===== src/rtl/jtdd2_subctl.sv =====
`default_nettype none
`timescale 1ns/1ps
// ============================================================================
// Module   : jtdd2_subctl
// Purpose  : Main-CPU side controller for the DD2 sub-CPU shared-RAM window.
//            Requests/monitors the sub bus, gates shared-RAM selects, fires
//            the sub NMI on release and latches the sub->main IRQ.
// Revision : 1.0 - initial release
// ============================================================================
module jtdd2_subctl #(
   parameter int TOUT_W  = 8,
   parameter int TOUT    = 200,
   parameter int NMI_LEN = 4
) (
   input  logic       clk,
   input  logic       rst,
   input  logic       cen4,
   input  logic       ctl_we,
   input  logic [7:0] ctl_din,
   output logic [7:0] status,
   input  logic       main_com_req,
   output logic       com_cs,
   output logic       main_com_err,
   input  logic       mcu_ban,
   output logic       mcu_halt,
   output logic       mcu_nmi_set,
   input  logic       mcu_irqmain,
   output logic       main_irqn
);

   localparam logic [2:0] c_IDLE  = 3'd0;
   localparam logic [2:0] c_REQ   = 3'd1;
   localparam logic [2:0] c_GRANT = 3'd2;
   localparam logic [2:0] c_REL   = 3'd3;
   localparam logic [2:0] c_NMI   = 3'd4;

   localparam int NMI_W = (NMI_LEN < 2) ? 1 : $clog2(NMI_LEN);
   localparam logic [TOUT_W-1:0] c_TOUT_LAST = TOUT_W'(TOUT - 1);
   localparam logic [NMI_W-1:0]  c_NMI_LAST  = NMI_W'(NMI_LEN - 1);

   logic [2:0]        state_q, state_d;
   logic [TOUT_W-1:0] tout_q, tout_d;
   logic [NMI_W-1:0]  nmi_cnt_q, nmi_cnt_d;
   logic              tflag_q, tflag_d;
   logic              nmi_pend_q, nmi_pend_d;
   logic              irq_pend_q, irq_pend_d;
   logic              irq_s_q, irq_prev_q;
   logic              req_prev_q;
   logic              err_q, err_d;
   logic [7:0]        status_q, status_d;

   logic w_irq_rise;
   logic w_req_rise;
   logic w_busy_d;

   assign w_irq_rise = irq_s_q & ~irq_prev_q;
   assign w_req_rise = main_com_req & ~req_prev_q;

   // Halt/NMI decode straight from the state register so an async reset
   // drops them without waiting for a clock.
   assign mcu_halt     = (state_q == c_REQ) || (state_q == c_GRANT);
   assign mcu_nmi_set  = (state_q == c_NMI);
   assign com_cs       = main_com_req && (state_q == c_GRANT);
   assign main_com_err = err_q;
   assign main_irqn    = ~irq_pend_q;
   assign status       = status_q;

   // Next-state logic for the bus handshake FSM and its counters/flags.
   always_comb begin
      state_d    = state_q;
      tout_d     = tout_q;
      nmi_cnt_d  = nmi_cnt_q;
      tflag_d    = tflag_q;
      nmi_pend_d = nmi_pend_q;
      case (state_q)
         c_IDLE: begin
            if (ctl_we && ctl_din[0]) begin
               state_d = c_REQ;
               tout_d  = '0;
               tflag_d = 1'b0;
            end else if (ctl_we && ctl_din[1]) begin
               state_d   = c_NMI;
               nmi_cnt_d = '0;
            end
         end
         c_REQ: begin
            // Grant has priority over a timeout landing on the same edge.
            if (!mcu_ban) begin
               state_d = c_GRANT;
            end else if (cen4) begin
               if (tout_q >= c_TOUT_LAST) begin
                  state_d = c_IDLE;
                  tflag_d = 1'b1;
               end else begin
                  tout_d = tout_q + 1'b1;
               end
            end
         end
         c_GRANT: begin
            if (ctl_we && !ctl_din[0]) begin
               state_d    = c_REL;
               nmi_pend_d = ctl_din[1];
            end
         end
         c_REL: begin
            if (mcu_ban) begin
               if (nmi_pend_q) begin
                  state_d   = c_NMI;
                  nmi_cnt_d = '0;
               end else begin
                  state_d = c_IDLE;
               end
            end
         end
         c_NMI: begin
            if (cen4) begin
               if (nmi_cnt_q >= c_NMI_LAST) begin
                  state_d    = c_IDLE;
                  nmi_pend_d = 1'b0;
               end else begin
                  nmi_cnt_d = nmi_cnt_q + 1'b1;
               end
            end
         end
         default: state_d = c_IDLE;
      endcase
   end

   // IRQ latch, bus-guard error and registered status image of the next state.
   always_comb begin
      irq_pend_d = irq_pend_q;
      if (w_irq_rise) begin
         irq_pend_d = 1'b1;
      end else if (ctl_we && ctl_din[2]) begin
         irq_pend_d = 1'b0;
      end
      err_d    = w_req_rise && (state_q != c_GRANT);
      w_busy_d = (state_d == c_REQ) || (state_d == c_REL) || (state_d == c_NMI);
      status_d = {4'b0000, tflag_d, irq_pend_d, w_busy_d, (state_d == c_GRANT)};
   end

   // State and flag registers with asynchronous reset.
   always_ff @(posedge clk or posedge rst) begin
      if (rst) begin
         state_q    <= c_IDLE;
         tout_q     <= '0;
         nmi_cnt_q  <= '0;
         tflag_q    <= 1'b0;
         nmi_pend_q <= 1'b0;
         irq_pend_q <= 1'b0;
         irq_s_q    <= 1'b0;
         irq_prev_q <= 1'b0;
         req_prev_q <= 1'b0;
         err_q      <= 1'b0;
         status_q   <= 8'h00;
      end else begin
         state_q    <= state_d;
         tout_q     <= tout_d;
         nmi_cnt_q  <= nmi_cnt_d;
         tflag_q    <= tflag_d;
         nmi_pend_q <= nmi_pend_d;
         irq_pend_q <= irq_pend_d;
         irq_s_q    <= mcu_irqmain;
         irq_prev_q <= irq_s_q;
         req_prev_q <= main_com_req;
         err_q      <= err_d;
         status_q   <= status_d;
      end
   end

endmodule
`default_nettype wire

===== config.mk =====
export PLATFORM = sky130hd
export DESIGN_NAME = jtdd2_subctl
export DESIGN_NICKNAME = d
export VERILOG_FILES = /design/src/rtl/jtdd2_subctl.sv
export SDC_FILE = /design/constraint.sdc
export NUM_CORES = 1
export LEC_CHECK = 0
export CORE_ASPECT_RATIO = 1.25
export CORE_UTILIZATION = 48
export CTS_CLUSTER_DIAMETER = 80
export DETAILED_ROUTE_END_ITERATION = 8
export HOLD_SLACK_MARGIN = 0.03
export PLACE_DENSITY_LB_ADDON = 0.15
export SLEW_MARGIN = 10
export SYNTH_ARGS = -nofsm -noshare
export SYNTH_HDL_FRONTEND = slang
export SYNTH_SLANG_ARGS = --single-unit

===== constraint.sdc =====
create_clock -name clk -period 2.1 [get_ports clk]
set_input_delay 0.21 -clock clk [delete_from_list [all_inputs] [get_ports clk]]
set_output_delay 0.21 -clock clk [all_outputs]
set_load 0.02 [all_outputs]

==> results.txt, run 1 <==
status = finished, final reports clean
Synth-to-Final Area Change = 20.1%
Pre-antenna DRT Iters = 4
Antenna Nets Post-Route = 0
CTS Sinks = 22
share of power burned in registers = 0.431
core outline area = 2260 µm²
cell internal pwr = 0.859 mW
Yosys reg bits = 22
syn avg cell area = 9.92 µm²
initial antenna violation count = 0
root buffer cell = clkbuf_4
hold crit path type = input port to async pin
Clock Latency Late Sink = 0.30 ns
Initial DRC Count = 12
WL per Instance = 13.3 µm
ys flop type = dfrtp_1
number of synthesized flops with an enable pin = 0
net switching power = 0.483 mW
synthesized area = 1170 µm²
number of buffers created by CTS = 3
RR Endpoint = tout_q[3]
final slew viol count = 0
required time worst endpoint = 2.34 ns
post-synthesis compound-gate area fraction = 0.157
hold_buf cts = 0
Synth Area in Adders = 0.0214
post-CTS setup buffers = 0
routed via count = 908
post-detail-place hpwl = 1710 µm
Leak = 0.691 nW
fin crit period = 1.94 ns
CP Launch Type = flip-flop
simple-gate share of the synthesized area = 0.246
RSZ-0062 raised after global routing = no
Power Density = 954 nW/µm²
Setup Skew = 0.00114 ns
routed wire length = 2220 µm
largest family of logic cells by synthesized area = simple AND/OR/NAND/NOR gates
CTS H-tree lvls = 1
first-pass GRT wire length = 3880 µm
num rows = 19
Synth area leader = dfrtp_1
Setup CP Type = flip-flop to flip-flop
f_max = 0.516 GHz
number of port buffers = 18
FF-to-FF Start = tout_q[0]
Tcrit/Tclk final = 0.923
number of global-route vias before repair = 936
Post-Syn Instances = 118
register area share after synthesis = 0.470
GRT Util Overall = 0.202
clk buf depth = 2
xor-xnor portion of the synthesized cell area = 0.00748
initial core utilization = 0.519
# setup viols final = 0
CTS clk-pin slew, worst paths = 0.11 ns
# diodes = 0
reg2reg path depth = 5
Pwr Total = 1.34 mW
Sw Share = 0.360
die width = 46.2 µm
Clk pwr share = 0.135
GP Congestion = 0.752
Async S/R FF share, synth = 1.00
Critical Path Fanout Max = 7
Layout Nets = 155
CTS tree = built
share of post-route cells with drive strength above 1 = 0.132
Yosys top cell area share = 0.470
I/O pins = 28
max_cap viols = 0
Yosys cell types = 37
CP arrival = 2.18 ns
synth top area cells = dfrtp_1 47%, nand2_1 4.2%, buf_4 3.8%, o21ai_0 3.4%, nand3_1 3.0%
DIE HEIGHT = 57.2 µm
Fin. Hold Viols = 0
Die ar. = 2640 µm²
DRC = 0
Combinational Power Share = 0.434
Worst Setup End Kind = flip-flop
mux contribution to synthesized area = 0.0192
Vias/cell = 5.44
Peak VDD IR = 0.605 mV
worst reg2reg setup slack = 0.16 ns
GR Overflow Total = 0
largest net degree at the start of global routing = 23
Ys Warns = 0
setup TNS = 0 ns
==> synth_stat cells (2+ instances only) <==
cell and number:
a211o_1 2, a21o_1 2, a21oi_1 3, and2_1 2, and3_1 2, buf_4 6
clkbuf_1 3, dfrtp_1 22, ha_1 2, inv_1 6, mux2_2 2, nand2_1 13
nand3_1 7, nor2_1 4, nor2b_1 5, nor3b_1 2, o211ai_1 4, o21ai_0 8
or2_2 2, or4_1 4
==> final cells by class <==
type,count,area (µm²)
Fill cell,206,852
Sequential cell,22,552
Multi-Input combinational cell,82,548
Timing Repair Buffer,23,223
Tap cell,31,38.8
Clock buffer,3,22.5
Inverter,6,22.5
==> power groups by stage <==
stage	Combinational (mW)	Sequential (mW)	Clock, mW
global placement	0.563	0.580	0
detailed placement	0.581	0.584	0
floorplan	0.370	0.586	0
global route	0.638	0.592	0.203
finish	0.582	0.579	0.181
CTS	0.583	0.575	0.188
==> cells in the final DEF, fill, tap and decap left out, types with 3 or more instances in the layout <==
master and instances:
or4_1 4, buf_4 5, inv_1 6, o211ai_1 4, dfrtp_1 21, nand3_1 7, clkbuf_4 3, nor2_1 3
clkdlybuf4s50_1 16, a21oi_1 3, conb_1 4, o21ai_0 8, nand2_1 13, nor2b_1 4
==> sequential cells by signal, indices dropped and copies added, names as in the netlist, 2 cells and up, named ones only <==
register,cells
status,3
tout_q,8
state_q,3
nmi_cnt_q,2
==> metal layers <==
layer | wire (µm) | vias up | share of wire | GRT usage
met2 | 1260 | 11 | 0.57 | 0.364
met3 | 39 | 6 | 0.018 | 0.0190
met4 | 51 | 0 | 0.023 | 0.105
met1 | 870 | 445 | 0.39 | 0.221
met5 | 0 | - | 0 | 0
li1 | - | 446 | - | -
==> critical path: stages (launching register included) <==
cell	delay (ns)
dfrtp_1	0.42
ha_1	0.26
a2111oi_4	0.40
o211ai_2	0.19
or4_1	0.54
nand2_1	0.08
==> logic make-up after synthesis <==
| kind of cell | after synthesis |
|---|---|
| multiplexers | 2 |
| flip-flops | 22 |
| other | 1 |
| buffers and inverters | 17 |
| AO/OA/AOI/OAI | 24 |
| XOR/XNOR | 1 |
| adder cells (fa/ha/maj) | 2 |
| AND/OR/NAND/NOR | 49 |
==> how the worst max path moves through the flow <==
stage	startpoint	to	slack, ns
2_1_floorplan	tout_q[0]	tout_q[3]	0.29
3_3_place_gp	tout_q[0]	tout_q[6]	0.19
3_5_place_dp	tout_q[0]	tout_q[3]	0.19
4_1_cts	state_q[1]	mcu_nmi_set	0.006
5_1_grt	tout_q[0]	tout_q[5]	0.02
6_report	tout_q[0]	tout_q[3]	0.16
==> timing repair <==
| item | 4_1_cts | 5_1_grt |
|---|---|---|
| resized for setup | 0 | 5 |
| endpoints found under the hold margin | 0 | 0 |
| endpoints found under the setup margin | 0 | 2 |
==> stage by stage <==
step | utilization | setup slack, ns | hold WS (ns) | std cells | instance area (µm²)
after floorplan | - | 0.293 | 0.199 | 121 | 1180
after global placement | 0.608 | 0.191 | 0.360 | 164 | 1370
after detailed placement | 0.608 | 0.193 | 0.362 | 164 | 1370
after CTS | 0.618 | 0.00612 | 0.233 | 167 | 1400
after global routing | 0.623 | 0.0232 | 0.250 | 167 | 1410
final | 0.623 | 0.161 | 0.229 | 167 | 1410
Note: power is estimated with default switching activity, not from simulation.
==> inputs of run 2 (changes only) <==
--- a/config.mk
+++ b/config.mk
@@ -5,8 +5,9 @@
 export SDC_FILE = /design/constraint.sdc
 export NUM_CORES = 1
 export LEC_CHECK = 0
+export ABC_AREA = 1
 export CORE_ASPECT_RATIO = 1.25
-export CORE_UTILIZATION = 48
+export CORE_UTILIZATION = 50
 export CTS_CLUSTER_DIAMETER = 80
 export DETAILED_ROUTE_END_ITERATION = 8
 export HOLD_SLACK_MARGIN = 0.03
==> run 2 against run 1 <==
  * Clock power increased by 25%
  * Utilization up 0.61 points
  * Highest routed layer unchanged
  * Largest power group unchanged
  * Global-route usage rose by 1.4 points
  * Via count up 30%
  * Sequential power is 1% lower
==> results.txt, run 2 <==
I/O pins = 28 (unchanged)
num rows = 20 (+1)
setup TNS = 0 ns (unchanged)
Antenna Nets Post-Route = 0 (unchanged)
Async S/R FF share, synth = 1.00 (unchanged)
synthesized area = 1330 µm² (+13%)
die width = 48.1 µm (+4.1%)
Multi-input gate area = 629 µm² (+15%)
initial core utilization = 0.536 (+0.0173)
syn avg cell area = 6.99 µm² (-30%)
Crit path max-delay family = flip-flops
ys flop type = dfrtp_1
placed cell count = 238 (+45%)
number of synthesized flops with an enable pin = 0 (unchanged)
Buffers & Inverters on Critical Path = 3 (+3)
commonest non-fill, non-tap cell in the layout = nand2_1
Peak VDD IR = 0.618 mV (+2.2%)
routed wire length = 2610 µm (+17%)
synth cell count leaders = 62 x nand2_1, 29 x nor2_1, 24 x inv_1
Leak = 0.875 nW (+27%)
CP Launch Type = flip-flop
Filler cells = 235 (+14%)
Pre-antenna DRT Iters = 4 (unchanged)
worst reg2reg setup slack = 0.58 ns (+0.42 ns)
register area share after synthesis = 0.415 (-0.0554)
FF-to-FF Start = tout_q[0]
GRT Util Overall = 0.216 (+0.0139)
largest net degree at the start of global routing = 23 (unchanged)
Final WS setup = 0.427 ns (+0.266 ns)
number of port buffers = 18 (unchanged)
register area = 551 µm² (-0.23%)
clk buf depth = 2 (unchanged)
DIE HEIGHT = 59.6 µm (+4.2%)
required time worst endpoint = 1.89 ns (-0.45 ns)
Post-Syn Instances = 190 (+61%)
commonest non-fill, non-tap cells in the layout = 62 x nand2_1, 29 x nor2_1, 24 x inv_1
Yosys top cell area share = 0.415 (-0.0554)
# setup viols final = 0 (unchanged)
synth top area cells = dfrtp_1 41%, nand2_1 18%, nor2_1 8.2%, nand3_1 7.2%, inv_1 6.8%
Initial DRC Count = 32 (+20)
core outline area = 2480 µm² (+9.7%)
WL per Instance = 10.8 µm (-19%)
Synth area leader = dfrtp_1
GR Overflow Total = 0 (unchanged)
f_max = 0.598 GHz (+16%)
number of flip-flops in the largest register = 8 (unchanged)
Top reg by flops = tout_q
fin crit period = 1.67 ns (-0.266 ns)
number of global-route vias before repair = 1132 (+21%)
Vias/cell = 4.88 (-10%)
Worst path max stage delay = 0.47 ns (-0.07 ns)
CTS tree = built
routed via count = 1180 (+30%)
number of buffers created by CTS = 3 (unchanged)
Clock Latency Late Sink = 0.30 ns (about the same)
Synth-to-Final Area Change = 17.3%
Setup CP Type = flip-flop to output pin
Ys Warns = 0 (unchanged)
root buffer cell = clkbuf_4
CTS H-tree lvls = 1 (unchanged)
Layout Nets = 227 (+46%)
RR Endpoint = tout_q[4]
post-detail-place hpwl = 1980 µm (+16%)
CP most frequent cell = nor2_1
# diodes = 0 (unchanged)
final instance area = 1560 µm² (+11%)
Fin. Hold Viols = 0 (unchanged)
Critical Path Fanout Max = 6 (-1)
reg2reg path depth = 8 (+3)
CTS clk-pin slew, worst paths = 0.11 ns (about the same)
post-CTS setup buffers = 0 (unchanged)
Area after DPL = 1510 µm² (+10%)
Die ar. = 2870 µm² (+8.5%)
first-pass GRT wire length = 4460 µm (+15%)
DRC = 0 (unchanged)
Power Density = 920 nW/µm² (-3.6%)
Setup Skew = 0.00201 ns (+0.000868 ns)
CTS Sinks = 22 (unchanged)
Tcrit/Tclk final = 0.797 (-0.127)
hold crit path type = input port to async pin
CP arrival = 1.46 ns (-0.72 ns)
initial antenna violation count = 0 (unchanged)
CP Cell Sequence = inv_2 > nand2_1 > nor2_1 > inv_1 > nor2_1 > dlymetal6s2s_1
Worst path slowest cell = dfrtp_1
RSZ-0062 raised after global routing = no
max_cap viols = 0 (unchanged)
Worst Setup End Kind = output pin
final slew viol count = 0 (unchanged)
Yosys cell types = 23 (-38%)
Final Non-Filler Cells = 242 (+45%)
pre-CTS setup slack = 0.393 ns (+0.200 ns)
status = finished, final reports clean
share of post-route cells with drive strength above 1 = 0.0909 (-0.0414)
count leader, synth = nand2_1
Yosys reg bits = 22 (unchanged)
GP Congestion = 0.910 (+21%)
[run 2: changes by cell type in the layout (fill, tap and decap cells not counted), moves of 3 or more]
cell / previous run / this run
nand2_1: 13 / 62
o211ai_1: 4 / 0
nand2_2: 0 / 4
nor2b_1: 4 / 0
nand3_1: 7 / 19
nor2_2: 1 / 5
o21ai_0: 8 / 2
nor2_1: 3 / 29
or4_1: 4 / 0
buf_4: 5 / 2
inv_1: 6 / 24
[run 2: how the worst max path moves through the flow]
stage,from,to,cells after the start
2_1_floorplan,state_q[0],nmi_pend_q,8
3_3_place_gp,state_q[2],com_cs,6
3_5_place_dp,state_q[2],com_cs,6
4_1_cts,state_q[2],com_cs,6
5_1_grt,state_q[2],com_cs,6
6_report,state_q[2],com_cs,6
[run 2: layout make-up]
type	instances	share of cell area
flip-flops and latches	22	0.353
multi-input cells	137	0.404
well taps	33	0.0265
inverters	26	0.0627
clock buffers	4	0.0233
repair buffers	20	0.130
[run 2: power breakdown]
| part | leakage (nW) | switching [mW] | internal [mW] |
|---|---|---|---|
| combinational | 0.566 | 0.400 | 0.237 |
| clock | 0.0210 | 0.120 | 0.106 |
| sequential | 0.288 | 0.0730 | 0.498 |
[run 2: worst min-delay path, delay by kind of cell]
family   cells  cell delay [ns]
buf+inv      3             0.71
[run 2: routing by layer]
layer | share of wire | vias up | track usage
met5 | 0 | - | 0
met4 | 0.022 | 0 | 0.0873
met3 | 0.022 | 7 | 0.0244
met2 | 0.54 | 24 | 0.403
met1 | 0.41 | 542 | 0.230
li1 | - | 607 | -
[run 2: cell families (layout without fill, tap and decap cells)]
family          after synthesis  in the layout  synth area share
simple gates                124            124             0.408
buf+inv                      34             50             0.120
flops                        22             22             0.415
compound gates                5              5            0.0226
fa+ha+maj                     2              2            0.0188
xor+xnor                      2              2            0.0132
other cells                   1              4           0.00282
[run 2: metrics by stage]
stage                     hold slack [ns]  power (mW)   util
final                               0.222        1.43  0.629
after global routing                0.271        1.54  0.629
after CTS                           0.228        1.45  0.626
after detailed placement            0.370        1.22  0.611
after global placement              0.360        1.19  0.611
after floorplan                     0.199        1.02      -
[run 2: timing repair]
item / in CTS / in global routing
gates resized for setup: 0 / 3
setup endpoints to repair: 0 / 3
hold buffers: 0 / 0
==> inputs of run 3 (changes only) <==
--- a/config.mk
+++ b/config.mk
@@ -7,7 +7,7 @@
 export LEC_CHECK = 0
 export ABC_AREA = 1
 export CORE_ASPECT_RATIO = 1.25
-export CORE_UTILIZATION = 50
+export CORE_UTILIZATION = 45
 export CTS_CLUSTER_DIAMETER = 80
 export DETAILED_ROUTE_END_ITERATION = 8
 export HOLD_SLACK_MARGIN = 0.03
==> constraint.sdc (replaced) <==
create_clock -name clk -period 1.5 [get_ports clk]
set_input_delay 0.15 -clock clk [delete_from_list [all_inputs] [get_ports clk]]
set_output_delay 0.15 -clock clk [all_outputs]
set_load 0.02 [all_outputs]
==> run 3 against run 2 <==
  * Power up 69%
  * Via count rose by 4.2%
  * Sequential share of layout area shrank 3.3 points
  * Die area up 11%
  * Non-clock buffer count grew 16
  * Clock skew rose by 0.0014 ns
  * Final area rose by 11%
  * Flip-flop and latch count unchanged
  * First-iteration DRC count fell by 13%
  * Critical endpoint unchanged
  * Largest cell class unchanged
  * Largest power group unchanged
==> results.txt, run 3 (same netlist as run 2, synthesis figures left out) <==
status = finished, final reports clean
Fin. Hold Viols = 0 (unchanged)
CTS H-tree lvls = 1 (unchanged)
Multi-input gate area = 647 µm² (+2.8%)
post-detail-place hpwl = 2190 µm (+11%)
origin of the worst setup path = state_q[0]
RR Endpoint = tout_q[4]
Clk pwr share = 0.189 (+0.032)
die width = 50.6 µm (+5.2%)
Clock Latency Late Sink = 0.32 ns (+0.02 ns)
I/O pins = 28 (unchanged)
number of buffers created by CTS = 3 (unchanged)
number of port buffers = 18 (unchanged)
met1 usage = 0.231 (+0.000356)
largest net degree at the start of global routing = 23 (unchanged)
Die ar. = 3170 µm² (+11%)
first-pass GRT wire length = 5000 µm (+12%)
Vias/cell = 4.75 (-2.6%)
Antenna Nets Post-Route = 0 (unchanged)
DIE HEIGHT = 62.7 µm (+5.2%)
Filler cells = 261 (+11%)
Power Density = 1410 nW/µm² (+53%)
reg2reg path depth = 8 (unchanged)
placed cell count = 252 (+5.9%)
GR Overflow Total = 0 (unchanged)
CTS tree = built
initial core utilization = 0.486 (-0.0501)
setup TNS = 0 ns (unchanged)
FF-to-FF Start = tout_q[0]
required time worst endpoint = 1.35 ns (-0.54 ns)
GRT Util Overall = 0.210 (-0.00614)
Initial DRC Count = 28 (-13%)
num rows = 21 (+5.0%)
met3 Use GR = 0.0414 (+0.0170)
clk buf depth = 2 (unchanged)
CTS Sinks = 22 (unchanged)
Area after DPL = 1630 µm² (+7.4%)
# setup viols final = 0 (unchanged)
DRC = 0 (unchanged)
commonest non-fill, non-tap cell in the layout = nand2_1
initial antenna violation count = 0 (unchanged)
# diodes = 0 (unchanged)
Setup CP Type = flip-flop to output pin
M2 GR Usage = 0.362 (-0.0418)
WL per Instance = 11.2 µm (+4.3%)
Tcrit/Tclk final = 0.982
Final WS setup = 0.0267 ns (-0.400 ns)
Top reg by flops = tout_q
Pwr Total = 2.42 mW (+69%)
Synth-to-Final Area Change = 29.9%
Sw Share = 0.386 (-0.0276)
most used routing layer = met2
Pre-antenna DRT Iters = 4 (unchanged)
Layout Nets = 243 (+7.0%)
pre-CTS setup slack = -0.0961 ns (-0.490 ns)
net switching power = 0.935 mW (+58%)
f_max = 0.679 GHz
fin crit period = 1.47 ns
number of flip-flops in the largest register = 8 (unchanged)
max_cap viols = 0 (unchanged)
final slew viol count = 0 (unchanged)
number of global-route vias before repair = 1210 (+6.9%)
Worst path max stage delay = 0.49 ns (+0.02 ns)
Worst Setup End Kind = output pin
Peak VDD IR = 0.987 mV (+60%)
root buffer cell = clkbuf_4
share of power burned in registers = 0.331 (-0.067)
worst reg2reg setup slack = 0.13 ns (-0.45 ns)
CP Launch Type = flip-flop
Leak = 0.958 nW (+9.4%)
Setup Skew = 0.00340 ns (+0.00139 ns)
commonest non-fill, non-tap cells in the layout = 60 x nand2_1, 28 x nor2_1, 23 x inv_1
final instance area = 1720 µm² (+11%)
CTS clk-pin slew, worst paths = 0.12 ns (about the same)
core outline area = 2730 µm² (+10%)
Crit path max-delay family = flip-flops
RSZ-0062 raised after global routing = yes
share of post-route cells with drive strength above 1 = 0.196 (+0.105)
GP Congestion = 0.887 (-2.5%)
Critical Path Fanout Max = 5 (-1)
routed wire length = 2910 µm (+12%)
Worst path slowest cell = dfrtp_2
routed via count = 1230 (+4.2%)
hold crit path type = input port to async pin
Buffers & Inverters on Critical Path = 3 (unchanged)
cell internal pwr = 1.49 mW (+77%)
Final Non-Filler Cells = 259 (+7.0%)
register area = 553 µm² (+0.45%)
CP Cell Sequence = buf_12 > nor2_4 > inv_2 > nor2_1 > buf_4
Combinational Power Share = 0.480 (+0.036)
CP arrival = 1.32 ns (-0.14 ns)
## run 3: stage by stage
step	utilization	hold slack [ns]
2_1_floorplan	-	0.139
3_3_place_gp	0.595	0.362
3_5_place_dp	0.595	0.371
4_1_cts	0.611	0.142
5_1_grt	0.631	0.172
6_report	0.631	0.142
## run 3: worst max-delay path by stage
| stage | depth (start not counted) | endpoint |
|---|---|---|
| floorplan | 8 | nmi_pend_q |
| global placement | 6 | com_cs |
| global route | 6 | com_cs |
| CTS | 6 | com_cs |
| detailed placement | 6 | com_cs |
| finish | 5 | com_cs |
## run 3: power by group through the flow
stage / logic [mW] / registers [mW] / clock network (mW)
final: 1.16 / 0.803 / 0.457
after global placement: 1.06 / 0.782 / 0
after detailed placement: 1.09 / 0.792 / 0
after global routing: 1.27 / 0.815 / 0.502
after floorplan: 0.596 / 0.826 / 0
after CTS: 1.06 / 0.781 / 0.474
## run 3: layout make-up
class	instances	area share
multi-input combinational	137	0.375
sequential	22	0.321
timing repair buffer	36	0.192
inverter	26	0.0566
tap	34	0.0247
clock inverter	1	0.0174
clock buffer	3	0.0131
## run 3: layer usage
layer | wire, µm | up-vias | share of wire
li1 | - | 634 | -
met1 | 1200 | 563 | 0.41
met2 | 1550 | 24 | 0.53
met3 | 79 | 9 | 0.027
met4 | 76 | 0 | 0.026
met5 | 0 | - | 0
## run 3: worst reg2reg max path, delay by kind of cell (launching register included)
kind,cells,cell delay [ns]
simple gates,7,0.69
flops,1,0.40
fa+ha+maj,1,0.22
## run 3: timing repair
item	in CTS	in global routing
endpoints found under the hold margin	0	0
hold buffers	0	0
gates resized for setup	13	11
setup endpoints to repair	4	9
buffers inserted	0	3
pin swaps	0	1
cloned	0	0
